==> src/rtl/sub_result_if.sv <==
// Handshake bundle between the subtractor, sub_result_stage and the result mux.
// master: the side that drives operands and out_ready; slave: sub_result_stage.
interface sub_result_if #(
  parameter int unsigned W     = 10,
  parameter int unsigned CNT_W = 16
);
  logic             in_valid;
  logic             in_ready;
  logic [W-1:0]     in_a;
  logic [W-1:0]     in_b;
  logic [W:0]       in_diff;
  logic             out_valid;
  logic             out_ready;
  logic [W:0]       out_res;
  logic             out_zero;
  logic             out_neg;
  logic             out_ovf;
  logic             out_chk;
  logic [CNT_W-1:0] res_cnt;

  modport master (
    output in_valid, in_a, in_b, in_diff, out_ready,
    input  in_ready, out_valid, out_res, out_zero, out_neg, out_ovf, out_chk, res_cnt
  );

  modport slave (
    input  in_valid, in_a, in_b, in_diff, out_ready,
    output in_ready, out_valid, out_res, out_zero, out_neg, out_ovf, out_chk, res_cnt
  );
endinterface

==> src/rtl/sub_result_stage.sv <==
// Registered result stage after the ripple subtractor: 2-entry skid buffer, borrow/status flags,
// delivered-result counter. Optional sticky overflow flag enabled by macro SUB_STICKY_OVF_EN.
module sub_result_stage #(
  parameter int unsigned W     = 10,
  parameter int unsigned CNT_W = 16
) (
  input  logic         clk,
  input  logic         rst_n,
  sub_result_if.slave  bus
`ifdef SUB_STICKY_OVF_EN
  ,
  input  logic         ovf_clr,
  output logic         ovf_sticky
`endif
);

  typedef struct packed {
    logic [W:0] res;
    logic       zero;
    logic       neg;
    logic       ovf;
    logic       chk;
  } entry_t;

  typedef enum logic [1:0] {EMPTY, ONE, FULL} state_e;

  state_e           state_q, state_d;
  entry_t           main_q, skid_q, cap_c;
  logic             in_ready_q, out_valid_q;
  logic [CNT_W-1:0] cnt_q;
  logic             accept_c, deliver_c;
  logic             load_main_c, load_skid_c, pop_skid_c;
  logic [W-1:0]     diff_ref_c;
  logic             unused_diff_msb;

  // The subtractor's carry-out bit carries no meaning here.
  assign unused_diff_msb = bus.in_diff[W];

  assign diff_ref_c = bus.in_a - bus.in_b;
  assign accept_c   = bus.in_valid && in_ready_q;
  assign deliver_c  = out_valid_q && bus.out_ready;

  // Flags are frozen at capture and travel with the entry.
  always_comb begin
    cap_c.res  = {W'(0) == W'(0) && (bus.in_a < bus.in_b), bus.in_diff[W-1:0]};
    cap_c.zero = (bus.in_diff[W-1:0] == W'(0));
    cap_c.neg  = bus.in_diff[W-1];
    cap_c.ovf  = (bus.in_a[W-1] != bus.in_b[W-1]) && (bus.in_diff[W-1] != bus.in_a[W-1]);
    cap_c.chk  = (bus.in_diff[W-1:0] != diff_ref_c);
  end

  always_comb begin
    state_d     = state_q;
    load_main_c = 1'b0;
    load_skid_c = 1'b0;
    pop_skid_c  = 1'b0;
    case (state_q)
      EMPTY: begin
        if (accept_c) begin
          load_main_c = 1'b1;
          state_d     = ONE;
        end
      end
      ONE: begin
        if (accept_c && deliver_c) begin
          load_main_c = 1'b1;
        end else if (accept_c) begin
          load_skid_c = 1'b1;
          state_d     = FULL;
        end else if (deliver_c) begin
          state_d     = EMPTY;
        end
      end
      FULL: begin
        if (deliver_c) begin
          pop_skid_c = 1'b1;
          state_d    = ONE;
        end
      end
      default: state_d = EMPTY;
    endcase
  end

  always_ff @(posedge clk or negedge rst_n) begin
    if (!rst_n) begin
      state_q     <= EMPTY;
      in_ready_q  <= 1'b1;
      out_valid_q <= 1'b0;
      main_q      <= '0;
      skid_q      <= '0;
      cnt_q       <= '0;
    end else begin
      state_q     <= state_d;
      in_ready_q  <= (state_d != FULL);
      out_valid_q <= (state_d != EMPTY);
      if (load_main_c)      main_q <= cap_c;
      else if (pop_skid_c)  main_q <= skid_q;
      if (load_skid_c)      skid_q <= cap_c;
      if (deliver_c)        cnt_q  <= cnt_q + CNT_W'(1);
    end
  end

`ifdef SUB_STICKY_OVF_EN
  logic sticky_q;

  // Set takes priority over a simultaneous clear.
  always_ff @(posedge clk or negedge rst_n) begin
    if (!rst_n)                      sticky_q <= 1'b0;
    else if (deliver_c && main_q.ovf) sticky_q <= 1'b1;
    else if (ovf_clr)                sticky_q <= 1'b0;
  end

  assign ovf_sticky = sticky_q;
`endif

  assign bus.in_ready  = in_ready_q;
  assign bus.out_valid = out_valid_q;
  assign bus.out_res   = main_q.res;
  assign bus.out_zero  = main_q.zero;
  assign bus.out_neg   = main_q.neg;
  assign bus.out_ovf   = main_q.ovf;
  assign bus.out_chk   = main_q.chk;
  assign bus.res_cnt   = cnt_q;

endmodule

==> src/flat_wrapper.sv <==
// flat-port wrapper written by rule: the top's interface ports become plain ports
module sub_result_stage_flat 
#(
  parameter int unsigned W     = 10,
  parameter int unsigned CNT_W = 16
)
  (clk, rst_n, bus_in_valid, bus_in_a, bus_in_b, bus_in_diff, bus_out_ready, bus_in_ready, bus_out_valid, bus_out_res, bus_out_zero, bus_out_neg, bus_out_ovf, bus_out_chk, bus_res_cnt);
  sub_result_if #(.W(W), .CNT_W(CNT_W)) bus_i ();
  input  logic clk;
  input  logic rst_n;
  input wire logic [$bits(bus_i.in_valid)-1:0] bus_in_valid;
  input wire logic [$bits(bus_i.in_a)-1:0] bus_in_a;
  input wire logic [$bits(bus_i.in_b)-1:0] bus_in_b;
  input wire logic [$bits(bus_i.in_diff)-1:0] bus_in_diff;
  input wire logic [$bits(bus_i.out_ready)-1:0] bus_out_ready;
  output wire logic [$bits(bus_i.in_ready)-1:0] bus_in_ready;
  output wire logic [$bits(bus_i.out_valid)-1:0] bus_out_valid;
  output wire logic [$bits(bus_i.out_res)-1:0] bus_out_res;
  output wire logic [$bits(bus_i.out_zero)-1:0] bus_out_zero;
  output wire logic [$bits(bus_i.out_neg)-1:0] bus_out_neg;
  output wire logic [$bits(bus_i.out_ovf)-1:0] bus_out_ovf;
  output wire logic [$bits(bus_i.out_chk)-1:0] bus_out_chk;
  output wire logic [$bits(bus_i.res_cnt)-1:0] bus_res_cnt;
  assign bus_i.in_valid = bus_in_valid;
  assign bus_i.in_a = bus_in_a;
  assign bus_i.in_b = bus_in_b;
  assign bus_i.in_diff = bus_in_diff;
  assign bus_i.out_ready = bus_out_ready;
  assign bus_in_ready = bus_i.in_ready;
  assign bus_out_valid = bus_i.out_valid;
  assign bus_out_res = bus_i.out_res;
  assign bus_out_zero = bus_i.out_zero;
  assign bus_out_neg = bus_i.out_neg;
  assign bus_out_ovf = bus_i.out_ovf;
  assign bus_out_chk = bus_i.out_chk;
  assign bus_res_cnt = bus_i.res_cnt;
  sub_result_stage #(.W(W), .CNT_W(CNT_W)) u_core (.clk(clk), .rst_n(rst_n), .bus(bus_i));
endmodule
==> config.mk <==
export PLATFORM = sky130hd
export DESIGN_NAME = sub_result_stage_flat
export DESIGN_NICKNAME = d
export VERILOG_FILES = /design/src/rtl/sub_result_if.sv /design/src/rtl/sub_result_stage.sv /design/src/flat_wrapper.sv
export SDC_FILE = /design/constraint.sdc
export NUM_CORES = 1
export LEC_CHECK = 0
export CELL_PAD_IN_SITES_DETAIL_PLACEMENT = 2
export CELL_PAD_IN_SITES_GLOBAL_PLACEMENT = 2
export CORE_UTILIZATION = 30
export CTS_CLUSTER_SIZE = 8
export DETAILED_ROUTE_END_ITERATION = 12
export PLACE_DENSITY_LB_ADDON = 0.1
export SLEW_MARGIN = 30
export SYNTH_ARGS = -nofsm -noshare
export SYNTH_HDL_FRONTEND = slang
export SYNTH_SLANG_ARGS = --single-unit
export TNS_END_PERCENT = 50
==> constraint.sdc <==
create_clock -name clk -period 2.2 [get_ports clk]
set_input_delay 0.22 -clock clk [delete_from_list [all_inputs] [get_ports clk]]
set_output_delay 0.22 -clock clk [all_outputs]
set_load 0.02 [all_outputs]
==> flow_summary.yaml <==
run_status:
  status: "completed"
synth:
  synthArstFlopShare: 1.00
  synth.distinct_cells: 42
  yosysTopAreaCellShare: 0.447
  yosysTopAreaCell: "dfrtp_1"
  synth.area.top_cells: "dfrtp_1 45%, nand2_1 6.4%, xnor2_1 6.3%"
  synth_compound_area_frac: 0.133
  synthAdderAreaFrac: 0.0599
  ys.flop_type: "dfrtp_1"
  synth_nets: 311
  syn-mean-instance-area_um2: 9.98
  yosysWarningCount: 0
  syn_inst: 264
  seq_area_frac_synth: 0.457
  netlist_area_mm2: 0.00263
  synthSimpleGateAreaFrac: 0.159
  synth_edf_count: 0
  synth_top_family_by_area: "simple AND/OR/NAND/NOR gates"
  synth_xor_area_frac: 0.0964
  muxShareOfSynthArea: 0.0556
  ys_ff_latch: 48
place:
  pre_cts_ws_ns: -0.424
  place_congestion: 0.801
  hpwlAfterDp_um: 5680
  placed_cell_area_mm2: 0.00355
  port_buffers: 66
sta:
  fin_skew_ns: 0.00549
  worstMarginPinSlew_ns: 0.632
  setup_violations: 0
  rsz0062_at_grt: "false"
  fmax_mhz: 485
  slew-limit-headroom: 0.579
  timing.final.max_slew_violations: 0
  hold_viol_final: 0
  finalCriticalPeriod_ns: 2.06
  setup_ws_ns: 0.140
  period_share: 0.936
final_layout:
  drive_above_1_share: 0.153
  fill_cells: 915
  num_antenna_cells: 0
  syn_to_final_growth_pct: 40.1
  finalNetCount: 400
  final_area_mm2: 0.00369
pwr:
  power.leakage_uw: 0.00166
  p_comb_frac: 0.467
  vdd_drop_max_uv: 473
  swShare: 0.376
  power_density_mw_per_mm2: 1010
  p_int_uw: 2330
  p_switching_uw: 1400
  seqPwrFrac: 0.387
  clkPwrFrac: 0.146
clock_network:
  clk_path_buf_depth: 2
  clkLatencyLatePin_ns: 0.30
  cts_tree: "done"
  cts_sinks: 48
  clk_pin_slew_worst_paths_ns: 0.09
  root_buffer: "clkbuf_8"
  cts_max_level: 2
  post_cts_buffers: 0
  cts_buffers: 5
detailed_routing:
  detail_route.wl_per_cell_um: 15.8
  drt-pass1-iter-count: 4
  via_per_inst: 4.85
  routed_wl_um: 7270
  vias: 2228
  drt_iter0_drc: 50
  drc: 0
  ant_nets: 0
setup_path:
  regToRegSetupSlack_ns: 0.47
  cp_max_fo: 2
  r2r_end: "u_core.skid_q[9]"
  worstReg2RegStart: "u_core.bus.in_ready"
  crit_path_max_incr_delay_ns: 0.54
  rr_worst_depth: 5
  crit_required_ns: 2.37
  cp-start-kind: "input pin"
  critPathKind: "input pin to register"
  arrival_ns: 2.23
  critPathLaunch: "bus_in_b[0]"
  path_delay_family: "adder cells"
  worstPathCellList: "clkdlybuf4s50_1, ha_2, fa_2, xor2_1, and3_1, nand4_1, a2111oi_4, a31oi_1"
  cp_num_buf_inv: 1
  slowest_stage: "fa_2"
  endpoint_kind: "register"
die:
  coreArea_mm2: 0.00834
  rows: 33
  fp.dieW_um: 95.7
  die_area_mm2: 0.00916
  floorplan.initialDensity: 0.316
  die_h_um: 95.7
  num_io_pins: 68
global_routing:
  grt_max_degree: 29
  grt_pass1_wl_um: 12100
  grt_overflow_total: 0
  grt_pass1_vias: 2413
  gr-usage-all-layers: 0.174
  grt_antenna_before_repair: 0
run:
  max-cap-violations: 0
hold_path:
  hp-class: "input pin to asynchronous set/reset pin"
==> sequential cells by signal, indices dropped and copies added, names as in the netlist <==
name / flops
u_core.bus.res_cnt: 16
u_core.bus.out_ovf: 1
u_core.state_q: 2
u_core.bus.out_chk: 1
u_core.bus.out_valid: 1
u_core.bus.out_res: 11
u_core.skid_q: 14
u_core.bus.out_zero: 1
u_core.bus.in_ready: 1
==> worst max path at each step <==
stage                    endpoint  slack (ns)  cells past startpoint
2_1_floorplan  u_core.bus.out_chk        0.26                      9
3_3_place_gp     u_core.skid_q[0]       -0.33                     10
3_5_place_dp     u_core.skid_q[0]       -0.42                     10
4_1_cts          u_core.skid_q[0]        0.01                      8
5_1_grt          u_core.skid_q[0]        0.03                      9
6_report         u_core.skid_q[0]        0.14                      8
==> area by class of cell <==
class	instances	area [um^2]	area share
Clock buffer	8	90.1	0.0244
Inverter	15	56.3	0.0153
Multi-Input combinational cell	193	1370	0.372
Sequential cell	48	1200	0.326
Tap cell	105	131	0.0356
Timing Repair Buffer	90	837	0.227
==> cell families after synthesis <==
logic type / Yosys count
AO/OA/AOI/OAI: 51
flip-flops: 48
adder cells (fa/ha/maj): 12
XOR/XNOR: 29
multiplexers: 13
buffers and inverters: 23
AND/OR/NAND/NOR: 88
==> power groups by stage <==
stage / registers [uW] / clock network [uW] / logic (uW)
finish: 1440 / 543 / 1740
global route: 1490 / 601 / 1920
CTS: 1450 / 565 / 1770
detailed placement: 1470 / 0 / 1740
global placement: 1440 / 0 / 1700
floorplan: 1640 / 0 / 779
==> cell usage after synthesis, types with 2 or more instances <==
library cell and n:
a31oi_1 3, nand4_1 5, a21oi_2 2, nand2_1 45
inv_1 15, xor2_1 10, a21oi_1 8, nor4_1 2
xnor2_1 19, clkbuf_1 4, mux2_2 12, nand3_1 7
dfrtp_1 47, o21a_1 3, buf_4 2, nor2b_1 3
o21ai_0 9, nor2_1 11, and3_1 5, nand2b_1 2
a22oi_1 11, and4_1 3, ha_1 11, a21o_1 4
a211oi_1 4
==> layer usage <==
layer	vias to the layer above	wire, um	global-route usage
met5	-	0	0
met4	0	59	0.0373
met1	1097	3500	0.244
met3	5	201	0.0284
met2	38	3510	0.283
li1	1088	-	-
==> per-stage QoR <==
stage / TNS [ns] / std cells / hold slack, ns / utilization / total power, uW
2_1_floorplan: 0 / 264 / -0.0756 / - / 2420
3_3_place_gp: -1.02 / 450 / 0.269 / 0.425 / 3140
3_5_place_dp: -1.29 / 450 / 0.285 / 0.425 / 3210
4_1_cts: 0 / 459 / 0.474 / 0.441 / 3790
5_1_grt: 0 / 459 / 0.503 / 0.442 / 4010
6_report: 0 / 459 / 0.467 / 0.442 / 3730
==> layout by cell type (no fill, tap or decap), types with 4 or more instances in the layout <==
master and count:
nand3_1 7, and3_1 5, nor2_1 11, clkbuf_8 6, nand4_1 5, mux2_2 12
xnor2_1 18, ha_1 10, inv_1 15, dfrtp_1 47, a21oi_1 6, a211oi_1 4
clkdlybuf4s50_1 64, a21o_1 4, o21ai_0 9, a21oi_2 4, buf_4 23, nand2_1 45
a22oi_1 11, xor2_1 10
==> timing repair <==
action,CTS,global route
endpoints found under the hold margin,26,0
gates resized for setup,7,2
pin swaps,6,1
setup endpoints to repair,2,2
hold buffers,1,0
==> worst register-to-register path, delay by kind of cell (launching register included) <==
kind          cells  cell delay (ns)
flops             1             0.54
buf+inv           1             0.25
mux               1             0.37
simple gates      3             0.46
Power figures use the tool's default switching activity.
